## src/rtl/sudoku_pkg.sv

```systemverilog
`default_nettype none
// +-----------------------------------------------------------------------+
// | Package  : sudoku_pkg                                                 |
// | Purpose  : Shared grid geometry, completion status and controller     |
// |            state encodings for the sudoku job sequencer.              |
// | Revision : 1.0 - initial release                                      |
// +-----------------------------------------------------------------------+
package sudoku_pkg;

  localparam int CELLS  = 81;
  localparam int CELL_W = 9;
  localparam int GRID_W = CELLS * CELL_W;

  typedef enum logic [1:0] {
    STAT_SOLVED  = 2'd0,
    STAT_STUCK   = 2'd1,
    STAT_ERROR   = 2'd2,
    STAT_TIMEOUT = 2'd3
  } status_t;

  typedef enum logic [2:0] {
    S_LOAD  = 3'd0,
    S_CLR   = 3'd1,
    S_START = 3'd2,
    S_RUN   = 3'd3,
    S_DRAIN = 3'd4
  } ctrl_state_t;

endpackage
`default_nettype wire

```

## src/rtl/sudoku_cell_codec.sv

```systemverilog
`default_nettype none
// +-----------------------------------------------------------------------+
// | Module   : sudoku_cell_codec                                          |
// | Purpose  : Combinational translation between a 4-bit cell digit and   |
// |            the 9-bit candidate vector used by the solver.             |
// | Ports    : digit     - input digit (0 empty, 1-9 given, 10-15 illegal)|
// |            cand      - candidate vector (one-hot or 9'h1FF)           |
// |            illegal   - digit is 10..15                                |
// |            onehot    - candidate vector to decode                     |
// |            dec_digit - decoded digit, 0 unless exactly one bit set    |
// | Revision : 1.0 - initial release                                      |
// +-----------------------------------------------------------------------+
module sudoku_cell_codec
  import sudoku_pkg::*;
(
  input  logic [3:0]        digit,
  output logic [CELL_W-1:0] cand,
  output logic              illegal,
  input  logic [CELL_W-1:0] onehot,
  output logic [3:0]        dec_digit
);

  always_comb begin
    illegal   = (digit > 4'd9);
    cand      = 9'h1FF;
    dec_digit = 4'd0;
    if ((digit != 4'd0) && !illegal) begin
      cand = CELL_W'(1) << (digit - 4'd1);
    end
    // A cell with zero or several candidates left is reported as unresolved.
    if ($onehot(onehot)) begin
      for (int d = 0; d < CELL_W; d++) begin
        if (onehot[d]) begin
          dec_digit = 4'(d + 1);
        end
      end
    end
  end

endmodule
`default_nettype wire

```

## src/rtl/sudoku_job_ctrl.sv

```systemverilog
`default_nettype none
// +-----------------------------------------------------------------------+
// | Module   : sudoku_job_ctrl                                            |
// | Purpose  : Job sequencer for the sudoku solver. Loads 81 digits into  |
// |            a candidate grid, clears/starts the solver, supervises it  |
// |            with a watchdog and streams the solved grid back out with  |
// |            a completion status.                                       |
// | Ports    : in_valid/in_ready/in_digit     - puzzle digit stream       |
// |            out_valid/out_ready/out_digit/out_last - result stream     |
// |            status/status_valid            - completion status         |
// |            busy                           - job in progress           |
// |            slv_clr/slv_start              - solver control pulses     |
// |            slv_in_grid/slv_out_grid       - solver grids              |
// |            slv_unsolved/slv_all_done/slv_any_error/slv_timeout        |
// |                                           - solver flags              |
// | Revision : 1.0 - initial release                                      |
// +-----------------------------------------------------------------------+
module sudoku_job_ctrl
  import sudoku_pkg::*;
#(
  parameter int TIMEOUT_CYCLES = 65535
) (
  input  logic              clk,
  input  logic              rst_n,
  input  logic              in_valid,
  output logic              in_ready,
  input  logic [3:0]        in_digit,
  output logic              out_valid,
  input  logic              out_ready,
  output logic [3:0]        out_digit,
  output logic              out_last,
  output logic [1:0]        status,
  output logic              status_valid,
  output logic              busy,
  output logic              slv_clr,
  output logic              slv_start,
  output logic [GRID_W-1:0] slv_in_grid,
  input  logic [GRID_W-1:0] slv_out_grid,
  input  logic [6:0]        slv_unsolved,
  input  logic              slv_all_done,
  input  logic              slv_any_error,
  input  logic              slv_timeout
);

  localparam int              WD_W     = $clog2(TIMEOUT_CYCLES + 1);
  localparam logic [WD_W-1:0] WD_LAST  = WD_W'(TIMEOUT_CYCLES - 1);
  localparam logic [WD_W-1:0] WD_MAX   = WD_W'(TIMEOUT_CYCLES);
  localparam logic [6:0]      LAST_IDX = 7'(CELLS - 1);

  ctrl_state_t       state, state_d;
  logic [6:0]        idx;
  logic [9:0]        cell_base;
  logic [GRID_W-1:0] result;
  logic              bad_in;
  status_t           status_q;
  logic [WD_W-1:0]   wdog;

  logic              run_exit;
  status_t           exit_status;

  logic [CELL_W-1:0] in_cand;
  logic              in_illegal;
  logic [3:0]        dec_digit;

  // Codec outputs not needed on each side of the datapath.
  logic [3:0]        unused_in_dec;
  logic [CELL_W-1:0] unused_out_cand;
  logic              unused_out_illegal;
  logic              unused_codec;

  // The same cell pointer addresses the load grid and the result grid.
  assign cell_base = 10'(idx) * 10'(CELL_W);

  sudoku_cell_codec u_in_codec (
    .digit     (in_digit),
    .cand      (in_cand),
    .illegal   (in_illegal),
    .onehot    ({CELL_W{1'b0}}),
    .dec_digit (unused_in_dec)
  );

  sudoku_cell_codec u_out_codec (
    .digit     (4'd0),
    .cand      (unused_out_cand),
    .illegal   (unused_out_illegal),
    .onehot    (result[cell_base +: CELL_W]),
    .dec_digit (dec_digit)
  );

  assign unused_codec = &{1'b0, unused_in_dec, unused_out_cand, unused_out_illegal};

  assign status    = status_q;
  assign out_digit = out_valid ? dec_digit : 4'd0;

  always_ff @(posedge clk or negedge rst_n) begin
    if (!rst_n) begin
      state <= S_LOAD;
    end else begin
      state <= state_d;
    end
  end

  always_comb begin
    state_d      = state;
    in_ready     = 1'b0;
    out_valid    = 1'b0;
    out_last     = 1'b0;
    status_valid = 1'b0;
    busy         = 1'b1;
    slv_clr      = 1'b0;
    slv_start    = 1'b0;
    run_exit     = 1'b0;
    exit_status  = STAT_TIMEOUT;

    // Solver flags outrank the watchdog so a result arriving on the expiry
    // cycle is still reported.
    if (slv_any_error) begin
      run_exit    = 1'b1;
      exit_status = STAT_ERROR;
    end else if (slv_all_done) begin
      run_exit    = 1'b1;
      exit_status = (slv_unsolved == 7'd0) ? STAT_SOLVED : STAT_STUCK;
    end else if (slv_timeout || (wdog == WD_LAST)) begin
      run_exit    = 1'b1;
      exit_status = STAT_TIMEOUT;
    end

    case (state)
      S_LOAD: begin
        in_ready = 1'b1;
        busy     = 1'b0;
        if (in_valid && (idx == LAST_IDX)) begin
          state_d = S_CLR;
        end
      end
      S_CLR: begin
        slv_clr = 1'b1;
        state_d = S_START;
      end
      S_START: begin
        slv_start = 1'b1;
        state_d   = S_RUN;
      end
      S_RUN: begin
        if (run_exit) begin
          state_d = S_DRAIN;
        end
      end
      S_DRAIN: begin
        out_valid    = 1'b1;
        status_valid = 1'b1;
        out_last     = (idx == LAST_IDX);
        if (out_ready && out_last) begin
          state_d = S_LOAD;
        end
      end
      default: begin
        state_d = S_LOAD;
      end
    endcase
  end

  always_ff @(posedge clk or negedge rst_n) begin
    if (!rst_n) begin
      idx         <= 7'd0;
      slv_in_grid <= '0;
      result      <= '0;
      bad_in      <= 1'b0;
      status_q    <= STAT_SOLVED;
      wdog        <= '0;
    end else begin
      case (state)
        S_LOAD: begin
          if (in_valid) begin
            slv_in_grid[cell_base +: CELL_W] <= in_cand;
            if (in_illegal) begin
              bad_in <= 1'b1;
            end
            idx <= (idx == LAST_IDX) ? 7'd0 : idx + 7'd1;
          end
        end
        S_START: begin
          wdog <= '0;
        end
        S_RUN: begin
          if (wdog != WD_MAX) begin
            wdog <= wdog + WD_W'(1);
          end
          if (run_exit) begin
            result   <= slv_out_grid;
            status_q <= bad_in ? STAT_ERROR : exit_status;
          end
        end
        S_DRAIN: begin
          if (out_ready) begin
            if (idx == LAST_IDX) begin
              idx    <= 7'd0;
              bad_in <= 1'b0;
            end else begin
              idx <= idx + 7'd1;
            end
          end
        end
        default: begin
        end
      endcase
    end
  end

endmodule
`default_nettype wire

```

## config.mk

```make
export PLATFORM = sky130hd
export DESIGN_NAME = sudoku_job_ctrl
export DESIGN_NICKNAME = d
export VERILOG_FILES = /design/src/rtl/sudoku_pkg.sv /design/src/rtl/sudoku_cell_codec.sv /design/src/rtl/sudoku_job_ctrl.sv
export SDC_FILE = /design/constraint.sdc
export NUM_CORES = 2
export LEC_CHECK = 0
export CAP_MARGIN = 15
export CELL_PAD_IN_SITES_DETAIL_PLACEMENT = 0
export CELL_PAD_IN_SITES_GLOBAL_PLACEMENT = 1
export CORE_AREA = 2 2 587 589
export DETAILED_ROUTE_END_ITERATION = 16
export DIE_AREA = 0 0 589 591
export PLACE_DENSITY = 0.56
export SYNTH_ARGS = -nofsm -noshare
export SYNTH_HDL_FRONTEND = slang
export SYNTH_SLANG_ARGS = --single-unit
export TNS_END_PERCENT = 10
```

## constraint.sdc

```tcl
create_clock -name clk -period 8.8 [get_ports clk]
set_input_delay 2.2 -clock clk [delete_from_list [all_inputs] [get_ports clk]]
set_output_delay 2.2 -clock clk [all_outputs]
set_load 0.02 [all_outputs]
```

==> summary.md <==
| Metric | Value |
|---|---|
| Required time at the worst-slack endpoint | between 6000 and 7000 ps |
| Number of buffers added to fix hold violations after cts | 0 |
| Count of flip-flops with a built-in enable after synthesis | 0 |
| Final Routed Wirelength | 638,000 um |
| Area of the multi-input gates | 55,200 um2 |
| Largest area contributor in the synthesized netlist | sky130_fd_sc_hd__dfrtp_1 |
| FF+latch area | 37,200 um2 |
| Count of endpoints failing hold in the final timing report | 0 |
| Clock root buffer master | sky130_fd_sc_hd__clkbuf_16 |
| Cts bufs inserted | roughly 180 |
| Syn avg cell area | 11.1 um2 |
| Worst clock skew on the final layout | 61.1 ps |
| Post-synth top flop | sky130_fd_sc_hd__dfrtp_1 |
| Total negative slack | -5390 ps |
| Max Cap Violations | 0 |
| H-Tree Depth | 4 |
| Floorplan die height | approximately 600 um |
| Global-route wire length before repair | 853,000 um |
| Setup repair after global routing missed its margin | true |
| Ys async rst share | 100% |
| Main combinational cell family by area after synthesis | multiplexers |
| Cell depth of the worst min-delay path | 1 |
| Routed wire per std cell | 40.5 um |
| Number of remaining DRC errors | 0 |
| Seq/Total Area, Yosys | 38.9% |
| Number of global-route vias before repair | 90,500 |
| First-pass DRT Iterations | 8 |
| Mapped Cells | 8,597 |
| Register-to-register setup slack | between 1500 and 2000 ps |
| Arithmetic-cell share of the synthesized area counting full adders, half adders and majority gates | 0.361% |
| Antenna-violating nets left | 0 |
| Fraction of the mapped netlist area in compound gates | 14.3% |
| Port buffer count | 1,488 |
| Timing-limited maximum frequency | 98.0 MHz |
| Count of clock tree sinks | between 1,000 and 1,500 |
| Post-layout min period | 10,200 ps |
| Setup-violating endpoint count in the final report | 4 |
| Launch point of the worst reg-to-reg path | idx[1] |
| Path class of the lowest-slack min-delay path | register to register |
| Total congestion overflow after global routing | 0 |
| Element type at the critical path end | primary output |
| Post-CTS clock slew at the launch and capture registers of the worst setup and hold paths | 60 ps |
| # nets final | 11,800 |
| Area share of xor/xnor cells in the synthesized design | 0.332% |
| Post-detailed-route via-to-cell ratio | about 5.9 |
| Flop and latch count out of synthesis | ~1,500 |
| Count of unique library cells instantiated by Yosys | 107 |
| Cell Area, Synth | 95,600 um2 |
| Clock tree from TritonCTS | built |
| Clock insertion delay at the later pin of the skew report | 930 ps |
| Ports | 1,489 |
| Data arrival, critical path | roughly 8000 ps |
| Multiplexer area fraction after synthesis | 33.9% |
| Slew @ Worst Pin | 1250 ps |
| Layout cell share with drive strength beyond 1 | 34.1% |
| Setup ws final | -1400 ps |
| Reg2Reg Capture Point | slv_in_grid[525] |
| Synth top area share | 38.9% |
| Post-synth net total | 9,368 |
| Worst hold margin | 487 ps |
| Crit Path Class | register to primary output |
| Die X-Extent | 589 um |
| Die ar. | 348,000 um2 |
| Synthesized-area fraction occupied by and/or/nand/nor cells | 7.84% |
| Pin count of the biggest net entering global routing | 149 |
| Vias after detailed routing | 93,300 |
| Number of warnings printed during yosys synthesis | 0 |
| Std-Cell Rows | 215 |
| Largest cells by area after synthesis | sky130_fd_sc_hd__dfrtp_1 (39%), sky130_fd_sc_hd__mux4_2 (14%), sky130_fd_sc_hd__mux2_2 (13%) |
| Std-Cell Core Area | 342,000 um2 |
| Filler instances | 33,400 |
| Total Routing Usage GR | 35.6% |
| Startpoint of the worst hold path | slv_in_grid[514] |
| Final max-slew violation count | 0 |
| Status | finished, violations left |
| Placer's final routability congestion estimate | 1.10 |
| Antenna violations before repair | 93 |
| Layout area overhead | 39.6% |
| Crit path launch type | register |
| Detail Placement HPWL | 517,000 um |
| Ratio of final minimum period to clock period | 116% |
| Worst slew margin relative to its limit | 15.7% |
| Violations in the final reports | negative setup slack |
| Biggest fanout along the worst timing path | 8 |
| Worst Hold End | slv_in_grid[514] |
| Starting DRC count in detailed routing | 11,100 |
| Worst Reg2Reg Path Length in Cells | 15 |
| Initial standard-cell utilization of the core | 28.0% |
| Maximum clock path buffer count | 4 |
==> metrics by stage <==
step                std cells  setup WS [ps]  cell area [um2]  utilization, %
CTS                     15700          -1360           133000            39.0
global route            15700          -1510           133000            39.0
detailed placement      15300          -1900           125000            36.7
floorplan                8597           7.72            95600               -
global placement        15300          -1930           125000            36.7
finish                  15700          -1400           133000            39.0
==> layer usage <==
metal / wire length [um] / track usage (%)
met2: 280000 / 54.6
met4: 34300 / 15.9
met3: 55400 / 8.35
met1: 268000 / 47.9
met5: 390 / 0
==> layout by cell type (no fill, tap or decap), types with 31 or more instances in the layout <==
cell and instances:
sky130_fd_sc_hd__o41ai_1 36, sky130_fd_sc_hd__a31oi_1 190, sky130_fd_sc_hd__nor3_1 65, sky130_fd_sc_hd__nand2_1 736
sky130_fd_sc_hd__clkbuf_8 31, sky130_fd_sc_hd__buf_12 112, sky130_fd_sc_hd__nor2b_1 38, sky130_fd_sc_hd__nand3_1 121
sky130_fd_sc_hd__a21oi_1 441, sky130_fd_sc_hd__clkdlybuf4s50_1 1483, sky130_fd_sc_hd__mux4_2 609, sky130_fd_sc_hd__nor2_1 538
sky130_fd_sc_hd__diode_2 41, sky130_fd_sc_hd__a22oi_1 35, sky130_fd_sc_hd__inv_1 32, sky130_fd_sc_hd__a211oi_1 56
sky130_fd_sc_hd__nand2b_1 32, sky130_fd_sc_hd__buf_4 1368, sky130_fd_sc_hd__clkbuf_16 185, sky130_fd_sc_hd__mux2i_1 575
sky130_fd_sc_hd__clkinv_2 36, sky130_fd_sc_hd__o21ai_0 518, sky130_fd_sc_hd__and2_1 40, sky130_fd_sc_hd__o22ai_1 117
sky130_fd_sc_hd__mux2_2 1127, sky130_fd_sc_hd__dfrtp_1 1484, sky130_fd_sc_hd__o211ai_1 95, sky130_fd_sc_hd__o221ai_1 31
sky130_fd_sc_hd__o31ai_1 295
==> cell families (layout without fill, tap and decap cells) <==
group | count (synthesis) | in the layout
AND/OR/NAND/NOR | 1744 | 1744
flip-flops | 1487 | 1487
AO/OA/AOI/OAI | 2130 | 2130
multiplexers | 2332 | 2332
buffers and inverters | 848 | 3397
other | 0 | 41
adder cells (fa/ha/maj) | 24 | 24
XOR/XNOR | 32 | 32
==> synth_stat cells, types with 16 or more instances <==
cell and number:
sky130_fd_sc_hd__a2111oi_0 16, sky130_fd_sc_hd__a211o_1 16, sky130_fd_sc_hd__a211oi_1 64, sky130_fd_sc_hd__a21oi_1 451, sky130_fd_sc_hd__a221oi_1 25, sky130_fd_sc_hd__a22oi_1 37
sky130_fd_sc_hd__a31oi_1 194, sky130_fd_sc_hd__a32oi_1 19, sky130_fd_sc_hd__and2_1 40, sky130_fd_sc_hd__and3_1 26, sky130_fd_sc_hd__buf_1 81, sky130_fd_sc_hd__buf_2 241
sky130_fd_sc_hd__buf_4 56, sky130_fd_sc_hd__buf_6 56, sky130_fd_sc_hd__clkbuf_1 369, sky130_fd_sc_hd__dfrtp_1 1487, sky130_fd_sc_hd__ha_1 18, sky130_fd_sc_hd__inv_1 38
sky130_fd_sc_hd__mux2_2 1127, sky130_fd_sc_hd__mux2i_1 587, sky130_fd_sc_hd__mux4_2 609, sky130_fd_sc_hd__nand2_1 747, sky130_fd_sc_hd__nand2b_1 32, sky130_fd_sc_hd__nand3_1 121
sky130_fd_sc_hd__nor2_1 564, sky130_fd_sc_hd__nor2b_1 38, sky130_fd_sc_hd__nor3_1 67, sky130_fd_sc_hd__nor4_1 16, sky130_fd_sc_hd__o2111ai_1 18, sky130_fd_sc_hd__o211ai_1 95
sky130_fd_sc_hd__o21ai_0 528, sky130_fd_sc_hd__o221ai_1 32, sky130_fd_sc_hd__o22ai_1 124, sky130_fd_sc_hd__o311ai_0 20, sky130_fd_sc_hd__o31ai_1 296, sky130_fd_sc_hd__o41ai_1 38
sky130_fd_sc_hd__xnor2_1 20
==> sequential cells by signal, summed over array words and instances, names as in the netlist <==
register     cells
bad_in           1
idx              7
result         729
slv_in_grid    729
state            3
status           2
wdog            16
==> worst max path at each step <==
stage	depth (start not counted)	slack (ps)	endpoint	start
CTS	28	-1360	out_digit[0]	idx[1]
floorplan	25	8	out_digit[1]	idx[4]
detailed placement	28	-1900	out_digit[0]	idx[0]
finish	26	-1400	out_digit[2]	idx[0]
global route	31	-1510	out_digit[2]	idx[1]
global placement	27	-1930	out_digit[0]	idx[0]
==> area by class of cell <==
cell class                      count  share of cell area (%)
Tap cell                         4557                    4.27
Sequential cell                  1487                    27.9
Multi-Input combinational cell   6262                    41.3
Timing Repair Buffer             3021                    21.4
Clock inverter                     97                    1.03
Clock buffer                      237                    3.83
Inverter                           42                   0.144
Antenna cell                       41                  0.0769
==> what timing repair did <==
| item | CTS | global route |
|---|---|---|
| cloned | 11 | 1 |
| setup buffers | 17 | 3 |
| pin swaps | 21 | 8 |
| setup endpoints to repair | 4 | 4 |
| resized for setup | 147 | 27 |
==> critical path, cell delays in order, from the launching register on <==
cell                       delay, ps
sky130_fd_sc_hd__dfrtp_4         440
sky130_fd_sc_hd__buf_8           140
sky130_fd_sc_hd__buf_16          230
sky130_fd_sc_hd__buf_16          200
sky130_fd_sc_hd__buf_12          150
sky130_fd_sc_hd__mux2i_1         510
sky130_fd_sc_hd__mux2i_1         300
sky130_fd_sc_hd__mux4_2          580
sky130_fd_sc_hd__mux4_2          520
sky130_fd_sc_hd__a21oi_4         210
sky130_fd_sc_hd__buf_4           170
sky130_fd_sc_hd__mux4_2          270
sky130_fd_sc_hd__o22ai_2          90
sky130_fd_sc_hd__ha_1            330
sky130_fd_sc_hd__fa_2            540
sky130_fd_sc_hd__inv_2            40
sky130_fd_sc_hd__fa_2            350
sky130_fd_sc_hd__ha_4            170
sky130_fd_sc_hd__fa_1            490
sky130_fd_sc_hd__nor4b_4         380
sky130_fd_sc_hd__buf_4           210
sky130_fd_sc_hd__nand2_4          80
sky130_fd_sc_hd__inv_2           110
sky130_fd_sc_hd__nand3b_1        140
sky130_fd_sc_hd__a21oi_2         150
sky130_fd_sc_hd__buf_4           130
sky130_fd_sc_hd__buf_12          100
Power is not shown: default switching activity piles up to over one toggle a cycle in this logic, so the estimate is an artifact.
